## src/rtl/bpf_pkt_sched.sv

```systemverilog
// bpf_pkt_sched: ping-pong packet buffer scheduler (snooper -> BPF CPU -> forwarder).
// Define BPF_CYC_LIMIT_EN to build the CPU cycle-budget watchdog.
module bpf_pkt_sched #(
  parameter int PLEN_WIDTH = 11,
  parameter int CYC_LIMIT  = 1024
) (
  input  logic                  clk,
  input  logic                  rst,
  input  logic                  sn_start,
  output logic                  sn_grant,
  output logic                  sn_sel,
  input  logic                  sn_done,
  input  logic [PLEN_WIDTH-1:0] sn_len,
  output logic                  cpu_mem_ready,
  output logic                  cpu_sel,
  output logic [31:0]           packet_len,
  input  logic                  cpu_accept,
  input  logic                  cpu_reject,
  output logic                  cpu_abort,
  output logic                  fwd_valid,
  output logic                  fwd_sel,
  output logic [PLEN_WIDTH-1:0] fwd_len,
  input  logic                  fwd_done
);
  localparam logic [2:0] EMPTY = 3'd0;
  localparam logic [2:0] FILL  = 3'd1;
  localparam logic [2:0] READY = 3'd2;
  localparam logic [2:0] FILT  = 3'd3;
  localparam logic [2:0] FWD   = 3'd4;

  logic [2:0]            st_q  [2];
  logic [2:0]            st_d  [2];
  logic [PLEN_WIDTH-1:0] len_q [2];
  logic [PLEN_WIDTH-1:0] len_d [2];
  logic                  ready_first, rf_d;
  logic                  fwd_first, ff_d;
  logic                  fill_any, filt_any;
  logic                  grant, gsel, start, ssel, abort;
  logic                  fill_s_d, filt_s_d, fwd_v_d, fwd_s_d;
  logic [31:0]           plen_d;
  logic [PLEN_WIDTH-1:0] flen_d;

`ifdef BPF_CYC_LIMIT_EN
  localparam int CW = $clog2(CYC_LIMIT + 1);
  logic [CW-1:0] cyc_q;

  assign abort = filt_any && !cpu_accept && !cpu_reject
              && (cyc_q == CW'(CYC_LIMIT - 1));

  always_ff @(posedge clk) begin
    if (!rst) begin
      cyc_q <= '0;
    end else if (start) begin
      cyc_q <= '0;
    end else if (filt_any) begin
      cyc_q <= cyc_q + 1'b1;
    end
  end
`else
  logic unused_cyc_limit;
  assign unused_cyc_limit = (CYC_LIMIT != 0);
  assign abort = 1'b0;
`endif

  always_comb begin
    st_d     = st_q;
    len_d    = len_q;
    fill_any = (st_q[0] == FILL) || (st_q[1] == FILL);
    filt_any = (st_q[0] == FILT) || (st_q[1] == FILT);
    grant    = sn_start && !fill_any
            && ((st_q[0] == EMPTY) || (st_q[1] == EMPTY));
    gsel     = (st_q[0] != EMPTY);
    start    = !filt_any
            && ((st_q[0] == READY) || (st_q[1] == READY));
    ssel     = ((st_q[0] == READY) && (st_q[1] == READY))
            ? ready_first : (st_q[1] == READY);
    for (int i = 0; i < 2; i++) begin
      case (st_q[i])
        EMPTY: if (grant && gsel == 1'(i)) st_d[i] = FILL;
        FILL: if (sn_done) begin
          st_d[i]  = (sn_len == '0) ? EMPTY : READY;
          len_d[i] = sn_len;
        end
        READY: if (start && ssel == 1'(i)) st_d[i] = FILT;
        FILT: begin
          if (cpu_reject || abort) st_d[i] = EMPTY;
          else if (cpu_accept)     st_d[i] = FWD;
        end
        FWD: if (fwd_done && fwd_valid && fwd_sel == 1'(i)) st_d[i] = EMPTY;
        default: st_d[i] = EMPTY;
      endcase
    end
    // When both are queued, the one already waiting keeps priority.
    rf_d = ready_first;
    if (st_d[0] == READY && st_d[1] == READY) begin
      rf_d = (st_q[0] == READY && st_q[1] == READY)
           ? ready_first : (st_q[0] != READY);
    end else if (st_d[0] == READY || st_d[1] == READY) begin
      rf_d = (st_d[1] == READY);
    end
    ff_d = fwd_first;
    if (st_d[0] == FWD && st_d[1] == FWD) begin
      ff_d = (st_q[0] == FWD && st_q[1] == FWD)
           ? fwd_first : (st_q[0] != FWD);
    end else if (st_d[0] == FWD || st_d[1] == FWD) begin
      ff_d = (st_d[1] == FWD);
    end
    fill_s_d = (st_d[1] == FILL);
    filt_s_d = (st_d[1] == FILT);
    fwd_v_d  = (st_d[0] == FWD) || (st_d[1] == FWD);
    fwd_s_d  = (st_d[0] == FWD && st_d[1] == FWD) ? ff_d : (st_d[1] == FWD);
    plen_d   = ((st_d[0] == FILT) || (st_d[1] == FILT))
             ? 32'(len_d[filt_s_d]) : 32'd0;
    flen_d   = fwd_v_d ? len_d[fwd_s_d] : '0;
  end

  always_ff @(posedge clk) begin
    if (!rst) begin
      st_q          <= '{EMPTY, EMPTY};
      len_q         <= '{'0, '0};
      ready_first   <= 1'b0;
      fwd_first     <= 1'b0;
      sn_grant      <= 1'b0;
      sn_sel        <= 1'b0;
      cpu_mem_ready <= 1'b0;
      cpu_sel       <= 1'b0;
      packet_len    <= '0;
      cpu_abort     <= 1'b0;
      fwd_valid     <= 1'b0;
      fwd_sel       <= 1'b0;
      fwd_len       <= '0;
    end else begin
      st_q          <= st_d;
      len_q         <= len_d;
      ready_first   <= rf_d;
      fwd_first     <= ff_d;
      sn_grant      <= grant;
      sn_sel        <= fill_s_d;
      cpu_mem_ready <= start;
      cpu_sel       <= filt_s_d;
      packet_len    <= plen_d;
      cpu_abort     <= abort;
      fwd_valid     <= fwd_v_d;
      fwd_sel       <= fwd_s_d;
      fwd_len       <= flen_d;
    end
  end
endmodule

```

## config.mk

```make
export PLATFORM = sky130hd
export DESIGN_NAME = bpf_pkt_sched
export DESIGN_NICKNAME = d
export VERILOG_FILES = /design/src/rtl/bpf_pkt_sched.sv
export SDC_FILE = /design/constraint.sdc
export NUM_CORES = 1
export LEC_CHECK = 0
export CAP_MARGIN = 20
export CORE_MARGIN = 2
export CORE_UTILIZATION = 55
export CTS_CLUSTER_DIAMETER = 100
export DETAILED_ROUTE_END_ITERATION = 8
export DONT_BUFFER_PORTS = 1
export PLACE_DENSITY = 0.72
export SKIP_LAST_GASP = 1
export SYNTH_ARGS = -nofsm -noshare
export SYNTH_HDL_FRONTEND = slang
export SYNTH_SLANG_ARGS = --single-unit
```

## constraint.sdc

```tcl
create_clock -name clk -period 1.9 [get_ports clk]
set_input_delay 0.57 -clock clk [delete_from_list [all_inputs] [get_ports clk]]
set_output_delay 0.57 -clock clk [all_outputs]
set_load 0.01 [all_outputs]
```

==> flow_summary.yaml <==
status:
  status: "completed"
synthesis:
  synthCells: 257
  synth.avg_cell_area_sq_um: 10.4
  yosysWarnings: 0
  synth_area_sq_um: 2680
  synth_compound_area_frac: 0.209
  ys.flop_type: "dfxtp_1"
  synthAdderAreaFrac: 0
  synth_top_family_by_area: "compound AO/OA/AOI/OAI gates"
  synth-simple-area-share: 0.163
  synth_xor_area_frac: 0
  async_reset_ff_frac: 0
  ys_types: 45
  ys_seq_area_frac: 0.433
  synthMuxAreaShare: 0.0872
  synth_edf_count: 0
  synth_seq_cells: 58
clock_network:
  cts_tree: "built"
  clkSinkCount: 58
  root_buffer: "clkbuf_8"
  clock_latency_ns: 0.34
  numCtsBuffers: 9
  clkSlewWorstSetupHoldPaths_ns: 0.06
  clk_path_buf_depth: 2
  ctsHoldBuffers: 0
  h-tree-depth: 3
timing:
  setup-violations-final: 0
  fin_worst_skew_ns: 0.00904
  finalMaxSlewViolations: 0
  rsz0062_at_grt: "no"
  timing.fmax_ghz: 0.556
  hold_viol_final: 0
  fin_crit_sh: 0.946
  fin_crit_ns: 1.80
global_routing:
  grtUsageTotal: 0.215
  grt_first_pass_wirelength_microns: 8580
  grt_max_degree: 36
  antenna_found_initial: 0
  first_global_vias: 1732
  gr-total-overflow: 0
layout:
  finalNonFillerCells: 348
  nFillCells: 392
  post-route-util: 0.640
  mostFrequentLayoutCells: "55 x dfxtp_1, 26 x buf_4, 22 x conb_1, 17 x nor2_1, 16 x a21oi_1"
  layout_commonest_cell: "dfxtp_1"
  area_growth_pct: 12.6
  drive_gt1_frac: 0.292
  diodes: 0
  nets: 295
detailed_routing:
  drc_errors: 0
  ant_nets: 0
  vias_per_cell: 5.36
  wl_microns: 5470
  drt_iter0_drc: 98
  wire_per_inst_microns: 15.7
  vias: 1865
  wl_met2_microns: 2580
  maxUsedRoutingLayer: "met4"
  wl_met1_microns: 2510
  wl_met3_microns: 285
  dr.pass1.iters: 4
power:
  vdd_drop_max_mv: 0.448
  power_leakage_nw: 1.11
  p_per_area_nw_per_um2: 937
hold_path:
  whs_path_depth: 1
  hold_class: "primary input to flop"
critical_path:
  end_kind: "flop"
  cp.arrival_ns: 2.00
  required_ns: 2.10
  cpPeakStageDelay_ns: 0.40
  worstPathCellList: "nor3b_2, and2_1, buf_12, mux2i_1, a311oi_2"
  cp_max_fo: 9
  cp_slowest_cell: "mux2i_1"
  path_class: "flop to flop"
  r2r_cells: 5
  worst_setup_path_start_kind: "flop"
placed_design:
  port_buffers: 0
  gp_congestion: 0.905
  dp_hpwl_microns: 3910
  placed_cells: 333
die:
  rows: 25
  io-pin-count: 68
  fp.coreArea_sq_um: 4720
  fp.dieW_microns: 73.9
  die_y_microns: 73.9
  die_area_sq_um: 5450
  start_util: 0.568
job:
  drv_cap: 0
[repair_timing]
| item | CTS | global route |
|---|---|---|
| pin swaps | 0 | 2 |
| hold endpoints to repair | 0 | 0 |
| endpoints found under the setup margin | 2 | 22 |
| resized for setup | 1 | 4 |
| setup buffers | 0 | 0 |
[stage by stage]
step | instance area (sq um) | setup TNS, ns | setup WS [ns] | power (W) | hold WS (ns)
floorplan | 2770 | 0 | 0.00131 | 0.00162 | 0.479
global placement | 2810 | -1.51 | -0.147 | 0.00167 | 0.492
detailed placement | 2810 | -1.64 | -0.160 | 0.00168 | 0.501
CTS | 3020 | 0 | 0.00140 | 0.00285 | 0.341
global route | 3020 | 0 | 0.000288 | 0.00294 | 0.347
finish | 3020 | 0 | 0.103 | 0.00283 | 0.355
[final timing paths]
kind	start	to	slack [ns]
worst max-delay path	st_q[1]$_SDFF_PN0_	packet_len[4]$_SDFF_PN0_	0.10
worst max register to register	st_q[1]$_SDFF_PN0_	packet_len[4]$_SDFF_PN0_	0.10
worst min register to register	ready_first$_SDFFE_PN0P_	ready_first$_SDFFE_PN0P_	0.51
worst min-delay path	rst	len_q[11]$_SDFF_PN0_	0.35
[routing by layer]
metal,track usage,up-vias
met1,0.269,890
met4,0.115,0
met2,0.326,49
met3,0.0686,10
met5,0,-
li1,-,916
[report_power, final]
group | total (W) | switching, W | internal [W]
combinational | 0.000377 | 0.000212 | 0.000165
sequential | 0.00128 | 0.0000244 | 0.00126
clock | 0.00117 | 0.000469 | 0.000704
total | 0.00283 | 0.000705 | 0.00213
[worst max-delay path, delay by kind of cell (launching register included)]
kind,cells,cell delay [ns]
mux,1,0.40
simple gates,2,0.55
compound gates,1,0.15
flops,1,0.37
buf+inv,1,0.18
[final cells by class]
cell class / count / area, sq um / area share
Clock buffer: 13 / 169 / 0.0559
Timing Repair Buffer: 28 / 235 / 0.0778
Clock inverter: 2 / 35.0 / 0.0116
Inverter: 3 / 11.3 / 0.00373
Sequential cell: 58 / 1160 / 0.385
Tap cell: 67 / 83.8 / 0.0277
Multi-Input combinational cell: 177 / 1320 / 0.438
[cell usage after synthesis, types with 2 or more instances]
cell type	instances	share of area
a311oi_2	7	0.039
nand2_1	6	0.0084
nand2b_1	3	0.0070
a32oi_1	3	0.0098
a211oi_1	3	0.0084
mux2_2	11	0.046
inv_1	3	0.0042
nor4_1	3	0.0070
a21oi_1	16	0.030
a311oi_1	5	0.016
a211oi_2	8	0.037
o21a_1	2	0.0056
buf_4	27	0.076
a311oi_4	2	0.020
and2_1	15	0.035
dfxtp_1	58	0.43
nor3b_2	2	0.0093
buf_2	8	0.015
nor2_1	17	0.024
buf_6	2	0.0084
nor2b_4	2	0.010
o2111a_1	2	0.0084
clkbuf_1	3	0.0042
o21ai_1	2	0.0037
mux2i_1	11	0.041
and3_1	2	0.0047
nor2b_1	14	0.033
nand3_1	3	0.0056
[sequential cells by signal, indices dropped and copies added, names as in the netlist]
signal / count
cpu_mem_ready: 1
cpu_sel: 1
fwd_first: 1
fwd_len: 11
fwd_sel: 1
fwd_valid: 1
len_q: 22
packet_len: 11
ready_first: 1
sn_grant: 1
sn_sel: 1
st_q: 6
[cells by family (layout without fill, tap and decap cells)]
| group | Yosys count | count (layout) |
|---|---|---|
| AND/OR/NAND/NOR | 73 | 73 |
| AO/OA/AOI/OAI | 60 | 60 |
| flip-flops | 58 | 58 |
| buffers and inverters | 43 | 46 |
| multiplexers | 22 | 22 |
| other | 1 | 22 |
No activity file was read; power rests on OpenSTA's default activity.
